### src/rtl/i2s_rx_sequencer.sv
// I2S receiver: slot sequencer capturing one word per WS half-frame into a small sample FIFO.
// Optional macro I2S_RX_LEFT_JUSTIFIED_EN removes the one-slot data delay (left-justified framing).
module i2s_rx_sequencer #(
    parameter int NUMBER_OF_BITS = 8,
    parameter int SLOTS_PER_HALF = 16,
    parameter int FIFO_DEPTH     = 4
) (
    input  logic                          clk,
    input  logic                          reset,
    input  logic                          enable,
    input  logic                          data_in,
    output logic                          ws,
    output logic [NUMBER_OF_BITS-1:0]     sample_out,
    output logic                          sample_channel,
    output logic                          sample_valid,
    input  logic                          sample_ready,
    output logic [$clog2(FIFO_DEPTH):0]   fifo_level,
    output logic                          overflow,
    input  logic                          clear_overflow
);
    localparam int SW = (SLOTS_PER_HALF > 1) ? $clog2(SLOTS_PER_HALF) : 1;
    localparam int PW = $clog2(FIFO_DEPTH);
    localparam int LW = PW + 1;
`ifdef I2S_RX_LEFT_JUSTIFIED_EN
    localparam int FIRST_BIT_SLOT = 0;
`else
    localparam int FIRST_BIT_SLOT = 1;
`endif

    typedef enum logic [1:0] {IDLE, DELAY, SHIFT, PAD} state_t;

    localparam state_t        START_STATE = (FIRST_BIT_SLOT == 0) ? SHIFT : DELAY;
    localparam logic [SW-1:0] SLOT_END    = SW'(SLOTS_PER_HALF - 1);
    localparam logic [SW-1:0] LSB_SLOT    = SW'(FIRST_BIT_SLOT + NUMBER_OF_BITS - 1);
    localparam logic [LW-1:0] FULL        = LW'(FIFO_DEPTH);

    state_t                    state;
    logic [SW-1:0]             slot;
    logic [NUMBER_OF_BITS-1:0] shreg;
    logic [NUMBER_OF_BITS-1:0] shift_word;
    logic                      push;

    assign shift_word = {shreg[NUMBER_OF_BITS-2:0], data_in};
    assign push       = (state == SHIFT) && (slot == LSB_SLOT);

    // Enable is only honoured at half-frame boundaries so a started half always completes.
    always_ff @(posedge clk or posedge reset) begin
        if (reset) begin
            state <= IDLE;
            slot  <= '0;
            ws    <= 1'b0;
            shreg <= '0;
        end else if (state == IDLE) begin
            if (enable) begin
                state <= START_STATE;
                slot  <= '0;
                ws    <= 1'b0;
            end
        end else begin
            if (state == SHIFT) begin
                shreg <= shift_word;
            end
            if (slot == SLOT_END) begin
                slot <= '0;
                if (enable) begin
                    state <= START_STATE;
                    ws    <= ~ws;
                end else begin
                    state <= IDLE;
                    ws    <= 1'b0;
                end
            end else begin
                slot <= slot + 1'b1;
                if (state == DELAY) begin
                    state <= SHIFT;
                end else if ((state == SHIFT) && (slot == LSB_SLOT)) begin
                    state <= PAD;
                end
            end
        end
    end

    logic [NUMBER_OF_BITS:0] mem [FIFO_DEPTH];
    logic [PW-1:0]           wr_ptr;
    logic [PW-1:0]           rd_ptr;
    logic [LW-1:0]           count;
    logic                    pop;
    logic                    accept;
    logic                    drop;

    // A simultaneous pop frees the slot, so a full FIFO still accepts the new word.
    assign sample_valid = (count != '0);
    assign pop          = sample_valid && sample_ready;
    assign accept       = push && ((count != FULL) || pop);
    assign drop         = push && !accept;

    always_ff @(posedge clk) begin
        if (accept) begin
            mem[wr_ptr] <= {ws, shift_word};
        end
    end

    always_ff @(posedge clk or posedge reset) begin
        if (reset) begin
            wr_ptr   <= '0;
            rd_ptr   <= '0;
            count    <= '0;
            overflow <= 1'b0;
        end else begin
            if (accept) begin
                wr_ptr <= wr_ptr + 1'b1;
            end
            if (pop) begin
                rd_ptr <= rd_ptr + 1'b1;
            end
            if (accept && !pop) begin
                count <= count + 1'b1;
            end else if (pop && !accept) begin
                count <= count - 1'b1;
            end
            if (drop) begin
                overflow <= 1'b1;
            end else if (clear_overflow) begin
                overflow <= 1'b0;
            end
        end
    end

    assign sample_out     = sample_valid ? mem[rd_ptr][NUMBER_OF_BITS-1:0] : '0;
    assign sample_channel = sample_valid ? mem[rd_ptr][NUMBER_OF_BITS] : 1'b0;
    assign fifo_level     = count;

endmodule

### config.mk
export PLATFORM = sky130hd
export DESIGN_NAME = i2s_rx_sequencer
export DESIGN_NICKNAME = d
export VERILOG_FILES = /design/src/rtl/i2s_rx_sequencer.sv
export SDC_FILE = /design/constraint.sdc
export NUM_CORES = 1
export LEC_CHECK = 0
export ABC_AREA = 1
export CORE_ASPECT_RATIO = 0.5
export CORE_MARGIN = 5
export CORE_UTILIZATION = 55
export CTS_CLUSTER_DIAMETER = 120
export DETAILED_ROUTE_END_ITERATION = 8
export GPL_TIMING_DRIVEN = 1
export PLACE_DENSITY = 0.85
export SETUP_SLACK_MARGIN = 0.4
export SLEW_MARGIN = 15
export SYNTH_ARGS = -nofsm -noshare
export SYNTH_HDL_FRONTEND = slang
export SYNTH_SLANG_ARGS = --single-unit
### constraint.sdc
create_clock -name clk -period 3.5 [get_ports clk]
set_clock_uncertainty 0.15 [all_clocks]
set_input_delay 0.7 -clock clk [delete_from_list [all_inputs] [get_ports clk]]
set_output_delay 0.7 -clock clk [all_outputs]
set_load 0.05 [all_outputs]
# Word-level counts from Yosys, hierarchy flattened
# Memory sizes are Yosys's and may differ from the RTL's.
# Index checks and enable logic that the tools add are counted.
# word_totals
regBits	22
latch_bits	0
mem_bits_rw	36
rom_bits	0
out_inout_bits	15
mem_count	1
# op_classes
addsub	5
multipliers	0
n_div	0
n_lt_le_gt_ge	0
n_eq_ne	6
shift	0
muxes	21
bitwise	2
n_reduce_logical	18
# memory_table
name	words	width	rd	rd_clocked_by_memory_dff	write_ports	line	source
mem	4	9	1	0	1	83	logic [NUMBER_OF_BITS:0] mem [FIFO_DEPTH];
# op_table
cell	count
4-bit two-way mux	3
1-bit two-way mux	10
2-bit two-way mux	5
4-bit == test, second input constant	2
8-bit two-way mux	1
1-bit logical AND	6
3-bit two-way mux	2
2-bit AND reduction	3
2-bit nonzero test	3
2-bit by 1-bit adder with 2-bit output, second input constant	2
4-bit by 1-bit adder with 4-bit output, second input constant	1
4-bit nonzero test	1
3-bit by 1-bit adder with 3-bit output, second input constant	1
3-bit != test, second input constant	1
3-bit nonzero test	1
3-bit by 1-bit subtractor with 3-bit output, second input constant	1
2-bit by 1-bit == test with 1-bit output, second input constant	1
2-bit == test, second input constant	1
1-bit zero test	2
2-bit zero test	1
2-bit != test, second input constant	1
1-bit NOT	2
1-bit logical OR	1

# Logic depth before layout (Yosys ltp)
# Gate-level depths: netlist (run 1).
# logic_depth
depth_word	8
ltp_mapped	13

# Worst setup path before layout (run 1)
# OpenSTA, ideal clock, no wires.
# synth_path
path_kind	register to output
start	register count[0] (netlist: fifo_level[0])
end	output sample_channel
arrival_time_ns	2.201
t_required_ns	2.650
path_slack_ns	0.449
stages_incl_launch_ff	5
n_path_buf	0
path_cell_list	dfrtp_1 inv_1 nand3b_2 clkinv_1 a21oi_1
# synth_between
elab_chain_len	2
# synth_lines
element	line	source
start, declared	86	logic [LW-1:0] count;
start signal, assigned	117	count <= count + 1'b1;
start signal, assigned	119	count <= count - 1'b1;
3-bit nonzero test	92	assign sample_valid = (count != '0);
net sample_valid	15	output logic sample_valid,
1-bit two-way mux	130	assign sample_channel = sample_valid ? mem[rd_ptr][NUMBER_OF_BITS] : 1'b0;
end, declared	14	output logic sample_channel,
# The timed path passes the listed nets, and every way through them passes these cells.

# Final worst setup path (run 1)
# layout_path
start	register rd_ptr[1]
end	output sample_out[1]
# layout_between
elab_chain_len	2
# layout_lines
element	line	source
start, declared	85	logic [PW-1:0] rd_ptr;
start signal, assigned	114	rd_ptr <= rd_ptr + 1'b1;
memory read 4 x 9 bit	n/a	
8-bit two-way mux	129	assign sample_out = sample_valid ? mem[rd_ptr][NUMBER_OF_BITS-1:0] : '0;
end, declared	13	output logic [NUMBER_OF_BITS-1:0] sample_out,
# Every way passes these cells.

==> results of run 1 <==
area by class of cell:
type / count / area (sq um) / share of cell area, %
flip-flops and latches: 58 / 1630 / 54.6
multi-input cells: 149 / 757 / 25.3
clock buffers: 9 / 124 / 4.14
clock inverters: 6 / 82.6 / 2.76
well taps: 57 / 71.3 / 2.38
repair buffers: 25 / 205 / 6.86
inverters: 30 / 119 / 3.97
stage by stage:
stage | total power, W | setup WS (ns) | hold WS, ns | util [%]
6_report | 0.00304 | 0.571 | 0.374 | 67.3
2_1_floorplan | 0.00206 | 0.449 | 0.326 | -
3_3_place_gp | 0.00238 | 0.545 | 0.358 | 63.3
4_1_cts | 0.00307 | 0.297 | 0.372 | 67.8
3_5_place_dp | 0.00246 | 0.392 | 0.359 | 63.3
5_1_grt | 0.00324 | 0.359 | 0.392 | 67.3
kinds of logic (layout without fill, tap and decap cells):
| group | Yosys count | after routing | synth area share [%] |
|---|---|---|---|
| compound gates | 44 | 44 | 8.77 |
| fa+ha+maj | 8 | 8 | 4.21 |
| flops | 58 | 58 | 63.9 |
| simple gates | 95 | 95 | 16.0 |
| buf+inv | 35 | 70 | 6.47 |
| xor+xnor | 2 | 2 | 0.686 |
cell usage in the layout (no fill, tap or decap), types with 6 or more instances in the layout:
master / n
nand2_1: 34
inv_1: 25
clkdlybuf4s50_1: 11
o21ai_0: 29
a21oi_1: 11
clkbuf_8: 9
clkbuf_2: 7
nand3_1: 6
ha_1: 7
dfrtp_1: 22
nor2_1: 47
edfxtp_1: 36
routing by layer:
metal | GRT usage (%) | routed length [um]
met5 | 0 | 0
met4 | 9.04 | 111
met3 | 7.79 | 331
met2 | 33.2 | 2630
met1 | 20.2 | 2160
critical path, cell delays in order, from the launching register on:
cell	delay (ns)
dfrtp_1	0.58
clkinvlp_4	0.33
nor2_1	0.19
o21ai_0	0.10
a21oi_1	0.16
clkdlybuf4s15_2	0.40
registers in the layout (all words and copies together), names as in the netlist:
register,cells
wr_ptr,2
ws,1
rd_ptr,2
slot,4
shreg,7
mem,36
fifo_level,3
overflow,1
state,2
where the power goes:
group | leakage, nW | switching [W] | internal, W
Clock | 0.105 | 0.000255 | 0.000392
Combinational | 0.559 | 0.000947 | 0.000378
Sequential | 0.598 | 0.000164 | 0.000906
worst max path at each step:
stage | to | startpoint | cells past startpoint | slack [ns]
5_1_grt | sample_channel | rd_ptr[1] | 5 | 0.36
3_3_place_gp | sample_out[3] | rd_ptr[1] | 5 | 0.55
2_1_floorplan | sample_channel | fifo_level[0] | 4 | 0.45
6_report | sample_out[1] | rd_ptr[1] | 5 | 0.57
4_1_cts | sample_channel | rd_ptr[1] | 5 | 0.30
3_5_place_dp | sample_channel | rd_ptr[1] | 5 | 0.39
==> summary.md, run 1 <==
| Metric | Value |
|---|---|
| Required time of the critical path | between 2 and 3 ns |
| Total congestion overflow | 0 |
| Element type at the critical path end | primary output |
| Skew-Pair Late Insertion Delay | roughly 0.33 ns |
| Total via count after detailed routing | ~1800 |
| Hold Path End | fifo_level[2] |
| Number of port buffers | 20 |
| Total placed instance area | 0.00281 sq mm |
| Residual DRC | 0 |
| Cell with the most instances after synthesis | nor2_1 |
| Share of synthesized flip-flops with an asynchronous set or reset | a little under two fifths |
| Maximum clock frequency | approximately 340 MHz |
| Final worst path period share | between 80% and 90% |
| Most frequently used flop master after synthesis | edfxtp_1 |
| Avg Inst Size Synth | ~11 sq um |
| Synthesized netlist cell count | between 200 and 250 |
| Iter 0 DRT Violations | 83 |
| Number of antenna repair diodes | 0 |
| Cells on Worst Hold Path | 1 |
| Non-filler cells in the finished layout | between 300 and 400 |
| Pwr per Cell Area | between 1000 and 1500 mW/mm^2 |
| Run status | finished, final reports clean |
| Starting utilization of the core area | around 57% |
| Share of layout cells above drive strength 1 | 14.1% |
| Unrepaired setup endpoints after global routing | yes |
| Clock transition at the registers of the reported paths | roughly 0.06 ns |
| Max Root-Sink Buffers | 2 |
| Fin. max-slew vios | 0 |
| Number of synthesized flops with an enable pin | 36 |
| Actual slew at the worst max-slew pin | 0.857 ns |
| Vertical extent of the die | a little under 60 um |
| Reg-to-Reg End | fifo_level[2] |
| Quantity of gates resized following cts | 15 |
| Synth Net Count | 256 |
| Post-synthesis to final-layout area growth | 17.1% |
| Main area contributors after synthesis | edfxtp_1 (42%), dfrtp_1 (22%), nor2_1 (6.9%) |
| Seq/Total Area, Yosys | 63.9% |
| Depth of the worst register-to-register path | 13 |
| Number of max-cap violations | 0 |
| TritonCTS clock tree | built |
| Final Hold Viols | 0 |
| Total setup buffers inserted after CTS | 0 |
| Average wire length per cell after detail routing | 15.7 um |
| R2R Path Start | slot[0] |
| Half-perimeter wire length after placement | around 3500 um |
| Inserted Clock Buffers | 9 |
| Hold Crit Class | reg -> reg |
| Wire length of the first global-routing pass | 8560 um |
| Area of the mapped netlist | 0.00255 sq mm |
| Die Span X | about 110 um |
| Std cell rows | 17 |
| Filler Cells Inserted | roughly 310 |
| Top fanout value on the critical path | 11 |
| Unique cell type count in the Yosys netlist | 29 |
| Number of synthesized register bits | 58 |
| Final nets | about 290 |
| Synth top cells by count | nor2_1 (47), edfxtp_1 (36), nand2_1 (34), o21ai_0 (29), inv_1 (25) |
| Worst slew margin relative to its limit | 42.8% |
| Arrival time reported for the critical path endpoint | roughly 2.1 ns |
| Area of the core region | between 0.004 and 0.005 sq mm |
| Startpoint Class | flop |
| Number of placed instances with taps included | 319 |
| Number of detailed-route iterations in the first pass | 5 |
| Clk root buf | clkbuf_8 |
| Remaining antenna violation count after routing | 0 |
| Via density per instance | around 5.4 |
| Peak supply drop | approximately 0.64 mV |
| Standby leakage power | approximately 1.3 nW |
| Die area | between 0.006 and 0.007 sq mm |
| Dominant cell type by area after synthesis | edfxtp_1 |
| Number of failing setup endpoints in the final timing report | 0 |
| Final WL | around 5200 um |
| Final weighted congestion in routability-driven placement | ~0.8 |
| Number of placed I/O pins | 21 |
| Maximum number of pins on one net before global-route repair | 23 |
| Hold Buf Count CTS | 0 |
| Worst hold path startpoint | fifo_level[2] |
| Total GRT Usage | between 10% and 20% |
| Initial antenna violation count | 0 |
| Number of sinks driven by the clock tree | 58 |
| Worst setup path category | reg -> out |
| Final period demand of the worst path | about 2.9 ns |
| Htree depth | 3 |
| Post-route cell area | about 0.003 sq mm |
| Vias in the first global route | roughly 1900 |
| Yosys synthesis warning count | 0 |
| Summed negative setup slack over all endpoints | 0 ns |
| Fraction of post-synthesis cell area in the top cell type by area | a little over two fifths |
| Setup slack of the most critical reg-to-reg path | 1.16 ns |
No activity file was read; power rests on OpenSTA's default activity.
==> inputs of run 2 (changes only) <==
clock period = 3.05 ns   (was 3.5 ns; I/O delays follow)
==> run 2 against run 1 <==
  * Core utilization is 3.4 points higher
  * Final area grew 5.1%
  * Via count grew 1.9%
  * Routed wire length rose by 1.2%
  * Non-clock buffer count up 1
  * Worst hold slack improved by 0.0073 ns
  * Largest cell class unchanged
  * Worst setup slack lost 0.090 ns
  * Highest routed layer unchanged
  * Die area unchanged
  * Critical path depth fell by 2
==> summary.md, run 2 (synthesis results as in run 1) <==
| Metric | Value |
|---|---|
| Run status | finished, final reports clean |
| Area of the core region | 0.00445 sq mm (unchanged) |
| Initial antenna violation count | 0 (unchanged) |
| Final Hold Viols | 0 (unchanged) |
| Final period demand of the worst path | about 2.6 ns |
| Via density per instance | 5.43 (+1.3%) |
| Clock transition at the registers of the reported paths | 0.06 ns (about the same) |
| Skew-Pair Late Insertion Delay | 0.33 ns (about the same) |
| Starting utilization of the core area | 57.4% (unchanged) |
| Die Span X | 106 um (unchanged) |
| Worst setup path category | reg -> out |
| Worst Setup SP | fifo_level[0] |
| Stage delay of the slowest cell on the critical path | 0.82 ns (+0.24 ns) |
| Hold Buf Count CTS | 0 (unchanged) |
| Number of antenna repair diodes | 0 (unchanged) |
| Largest registers | mem: 36 flops, shreg: 7 flops, slot: 4 flops |
| R2R Path Start | slot[0] |
| Fin. max-slew vios | 0 (unchanged) |
| Top fanout value on the critical path | 4 (-7) |
| Total congestion overflow | 0 (unchanged) |
| Quantity of gates resized following cts | 0 (-15) |
| Remaining antenna violation count after routing | 0 (unchanged) |
| Die area | 0.00619 sq mm (unchanged) |
| Inserted Clock Buffers | 9 (unchanged) |
| Average wire length per cell after detail routing | 15.8 um (+0.58%) |
| Post-Route Hold Slack | 0.381 ns (+0.00729 ns) |
| Gate family responsible for the most delay along the worst path | buffers and inverters |
| Required time of the critical path | 2.29 ns (-0.36 ns) |
| Residual DRC | 0 (unchanged) |
| Htree depth | 3 (unchanged) |
| Summed negative setup slack over all endpoints | 0 ns (unchanged) |
| Std cell rows | 17 (unchanged) |
| Final weighted congestion in routability-driven placement | 0.839 (+4.8%) |
| Half-perimeter wire length after placement | 3320 um (-4.6%) |
| Number of placed I/O pins | 21 (unchanged) |
| Number of max-cap violations | 0 (unchanged) |
| Biggest register | mem |
| Cells on Worst Hold Path | 0 (-1) |
| Actual slew at the worst max-slew pin | 0.855 ns (-0.00226 ns) |
| Number of detailed-route iterations in the first pass | 5 (unchanged) |
| CP max-delay cell | clkdlybuf4s50_1 |
| Vias in the first global route | 1865 (+0.76%) |
| Max Root-Sink Buffers | 2 (unchanged) |
| Final worst path period share | a little over four fifths |
| Hold Crit Class | reg -> reg |
| Worst path depth | 3 (-2) |
| Wire length of the first global-routing pass | 8770 um (+2.4%) |
| Depth of the worst register-to-register path | 13 (unchanged) |
| Commonest cells after routing, fill and taps aside | nor2_1 (47), edfxtp_1 (36), nand2_1 (34) |
| Total GRT Usage | 19.1% (+0.24 points) |
| Number of sinks driven by the clock tree | 58 (unchanged) |
| Clk root buf | clkbuf_8 |
| Post-synthesis to final-layout area growth | 23.0% |
| Iter 0 DRT Violations | 100 (+20%) |
| Commonest non-fill, non-tap cell in the layout | nor2_1 |
| Vertical extent of the die | 58.2 um (unchanged) |
| Number of failing setup endpoints in the final timing report | 0 (unchanged) |
| Flip-flop count of the largest register, all copies and words added | 36 (unchanged) |
| Cell breakdown of the critical path | inv_1, nand3b_2, clkdlybuf4s50_1 |
| Final nets | 288 (+0.35%) |
| Unrepaired setup endpoints after global routing | no |
| Element type at the critical path end | primary output |
| Worst slew margin relative to its limit | 43.0% (+0.15 points) |
| TritonCTS clock tree | built |
| Final WL | 5300 um (+1.2%) |
| Number of port buffers | 20 (unchanged) |
| Maximum clock frequency | around 390 MHz |
| Worst hold path startpoint | shreg[6] |
| Arrival time reported for the critical path endpoint | 1.81 ns (-0.27 ns) |
| Maximum number of pins on one net before global-route repair | 23 (unchanged) |
| Startpoint Class | flop |
| Total via count after detailed routing | 1823 (+1.9%) |
| Total setup buffers inserted after CTS | 0 (unchanged) |
| Worst path buffer plus inverter count | 2 (unchanged) |
| Share of layout cells above drive strength 1 | 17.9% (+3.8 points) |
run 2: through the flow:
stage                     utilization, %  setup slack [ns]  cells  area [sq um]
after CTS                           70.5             0.415    336          3130
final                               70.7             0.481    336          3140
after floorplan                        -             0.405    242          2660
after global routing                70.7             0.401    336          3140
after global placement              65.8             0.423    320          2930
after detailed placement            65.8             0.374    320          2930
run 2: path summary, 6_finish.rpt:
check	endpoint	slack, ns
setup / recovery	sample_valid	0.48
hold / removal	mem[3][7]	0.38
setup reg to reg	fifo_level[2]	0.72
hold reg to reg	mem[3][7]	0.38
max in group asynchronous	shreg[2]	1.61
min in group asynchronous	wr_ptr[0]	0.60
run 2: worst register-to-register path: stages, from the launching register on:
cell and delay [ns]:
dfrtp_1 0.41, inv_1 0.10, ha_1 0.19, nand3_1 0.13, nor2_4 0.13, nand2_4 0.09, inv_4 0.07, ha_1 0.13
inv_1 0.07, fa_1 0.38, nand2_1 0.08, nand2_1 0.05, nor2_1 0.11, xor2_1 0.15
run 2: area by class of cell:
| type | count | area [sq um] |
|---|---|---|
| timing repair buffer | 26 | 248 |
| fill | 276 | 1300 |
| inverter | 30 | 124 |
| sequential | 58 | 1630 |
| clock inverter | 6 | 81.3 |
| tap | 57 | 71.3 |
| clock buffer | 10 | 128 |
| multi-input combinational | 149 | 858 |
run 2: layer usage:
layer / wire length (um) / global-route usage, % / vias up
li1: - / - / 863
met1: 2220 / 21.1 / 875
met5: 0 / 0 / -
met2: 2620 / 32.2 / 73
met3: 330 / 6.45 / 12
met4: 127 / 12.9 / 0
Power of run 2 is not shown: default switching activity piles up to over one toggle a cycle in this logic, so the estimate is an artifact.
==> inputs of run 3 (changes only) <==
clock period = 2.6 ns   (was 3.05 ns; I/O delays follow)
==> run 3 against run 2 <==
  * Cell count grew 8.9%
  * Flip-flop and latch count unchanged
  * Die area is the same
  * First-iteration DRC count grew 120%
  * Worst setup slack got worse by 0.24 ns
  * Global-route usage increased by 5.7 points
  * Routed wire length is 61% higher
  * Core utilization up 14 points
  * Sequential share of layout area decreased by 8.6 points
  * Critical path depth increased by 3
  * Final area up 20%
  * Largest cell class unchanged
  * Highest routed layer unchanged
==> summary.md, run 3 (synthesis results as in run 1) <==
| Metric | Value |
|---|---|
| Total placed instance area | 0.00304 sq mm (+3.9%) |
| Via density per instance | 6.16 (+13%) |
| Area of the core region | 0.00445 sq mm (unchanged) |
| Final Worst Setup Slack | 0.239 ns (-0.243 ns) |
| Final nets | 318 (+10%) |
| Number of failing setup endpoints in the final timing report | 0 (unchanged) |
| Remaining antenna violation count after routing | 0 (unchanged) |
| Average wire length per cell after detail routing | 23.3 um (+48%) |
| Number of detailed-route iterations in the first pass | 5 (unchanged) |
| Skew-Pair Late Insertion Delay | 0.34 ns (about the same) |
| Top fanout value on the critical path | 7 (+3) |
| Final period demand of the worst path | roughly 2.4 ns |
| Commonest non-fill, non-tap cell in the layout | edfxtp_1 |
| Total via count after detailed routing | 2253 (+24%) |
| Final Hold Viols | 0 (unchanged) |
| Run status | finished, final reports clean |
| Final weighted congestion in routability-driven placement | 0.806 (-3.9%) |
| Post-synthesis to final-layout area growth | 48.0% |
| Biggest register | mem |
| Startpoint Class | flop |
| Inserted Clock Buffers | 9 (unchanged) |
| Std cell rows | 17 (unchanged) |
| Number of placed I/O pins | 21 (unchanged) |
| Clock transition at the registers of the reported paths | 0.07 ns (about the same) |
| Commonest cells after routing, fill and taps aside | edfxtp_1 (36), nand2_1 (34), nor2_1 (29) |
| Number of placed instances with taps included | 323 (+0.94%) |
| Wire length of the first global-routing pass | 11200 um (+28%) |
| Total GRT Usage | 24.9% (+5.7 points) |
| Iter 0 DRT Violations | 222 (+120%) |
| Hold Crit Class | reg -> reg |
| Initial antenna violation count | 0 (unchanged) |
| Hold Buf Count CTS | 0 (unchanged) |
| Filler Cells Inserted | 186 (-33%) |
| Post-Place Worst Slack | -0.0381 ns (-0.412 ns) |
| Setup slack of the most critical reg-to-reg path | 0.44 ns (-0.28 ns) |
| Starting utilization of the core area | 57.4% (unchanged) |
| Share of layout cells above drive strength 1 | 38.8% (+21 points) |
| Htree depth | 3 (unchanged) |
| Number of port buffers | 20 (unchanged) |
| Vias in the first global route | 2187 (+17%) |
| Residual DRC | 0 (unchanged) |
| Non-filler cells in the finished layout | 366 (+8.9%) |
| Number of max-cap violations | 0 (unchanged) |
| Max Root-Sink Buffers | 2 (unchanged) |
| Maximum number of pins on one net before global-route repair | 15 (-35%) |
| Die Span X | 106 um (unchanged) |
| Number of sinks driven by the clock tree | 58 (unchanged) |
| TritonCTS clock tree | built |
| Largest registers | mem: 36 flops, shreg: 7 flops, slot: 4 flops |
| Post-Route Hold Slack | 0.350 ns (-0.0314 ns) |
| Actual slew at the worst max-slew pin | 0.562 ns (-0.292 ns) |
| Peak supply drop | 0.902 mV |
| Number of antenna repair diodes | 0 (unchanged) |
| Worst setup path category | reg -> out |
| Maximum clock frequency | 423 MHz |
| Required time of the critical path | 1.93 ns (-0.36 ns) |
| Final worst path period share | about nine tenths |
| Final WL | 8530 um (+61%) |
| Pwr per Cell Area | roughly 1500 mW/mm^2 |
| Die area | 0.00619 sq mm (unchanged) |
| Standby leakage power | 1.55 nW |
| Unrepaired setup endpoints after global routing | yes |
| Fin. max-slew vios | 0 (unchanged) |
| Vertical extent of the die | 58.2 um (unchanged) |
| Clk root buf | clkbuf_8 |
| Flip-flop count of the largest register, all copies and words added | 36 (unchanged) |
| Element type at the critical path end | primary output |
| Half-perimeter wire length after placement | 3500 um (+5.5%) |
| Arrival time reported for the critical path endpoint | 1.69 ns (-0.12 ns) |
| Post-route cell area | 0.00378 sq mm (+20%) |
| Total congestion overflow | 0 (unchanged) |
| Worst slew margin relative to its limit | 62.5% (+20 points) |
## run 3: cell count changes in the layout (fill, tap and decap cells not counted), sizes merged
cell,delta
buf,+26
dlymetal6s2s,+2
clkinv,+2
clkbuf,+2
clkdlybuf4s50,-7
dlygate4sd2,+5
## run 3: critical path: stages (launching register included)
cell	delay, ns
dfrtp_2	0.39
buf_12	0.16
clkinvlp_4	0.17
buf_6	0.17
o21ai_2	0.19
a21oi_4	0.10
buf_12	0.15
## run 3: worst paths after layout
path                               startpoint            end  cells past startpoint
worst max-delay path                rd_ptr[0]  sample_out[4]                      6
worst min-delay path            fifo_level[2]  fifo_level[2]                      1
worst max register to register  fifo_level[0]       overflow                     11
worst min register to register  fifo_level[2]  fifo_level[2]                      1
max in group asynchronous               reset       shreg[4]                      3
min in group asynchronous               reset      rd_ptr[1]                      2
## run 3: area by class of cell
class | count | area [sq um] | area share (%)
clock inverter | 6 | 80.1 | 2.12
timing repair inverter | 2 | 15.0 | 0.397
tap | 57 | 71.3 | 1.89
multi-input combinational | 149 | 1090 | 28.8
clock buffer | 10 | 138 | 3.64
inverter | 30 | 124 | 3.28
timing repair buffer | 54 | 627 | 16.6
sequential | 58 | 1640 | 43.3
## run 3: layer usage
layer | global-route usage (%) | vias up | wire [um]
li1 | - | 927 | -
met1 | 28.6 | 1091 | 3290
met2 | 41.6 | 198 | 4000
met3 | 7.34 | 37 | 897
met4 | 16.1 | 0 | 344
met5 | 0 | - | 0
## run 3: what timing repair did
item | CTS | global route
resized for setup | 30 | 59
setup endpoints to repair | 15 | 14
setup buffers | 12 | 10
cloned | 3 | 2
pin swaps | 3 | 15
## run 3: stage by stage
step,util [%],total power (W),TNS [ns]
after floorplan,-,0.00300,0
after global placement,68.4,0.00373,0
after detailed placement,68.4,0.00384,-0.0381
after CTS,77.6,0.00501,0
after global routing,85.0,0.00593,0
final,85.0,0.00573,0
## run 3: power breakdown
part           switching [W]  internal, W  total, W
clock network       0.000396     0.000558  0.000955
registers           0.000248      0.00123   0.00147
logic                0.00195      0.00136   0.00331
total                0.00259      0.00314   0.00573
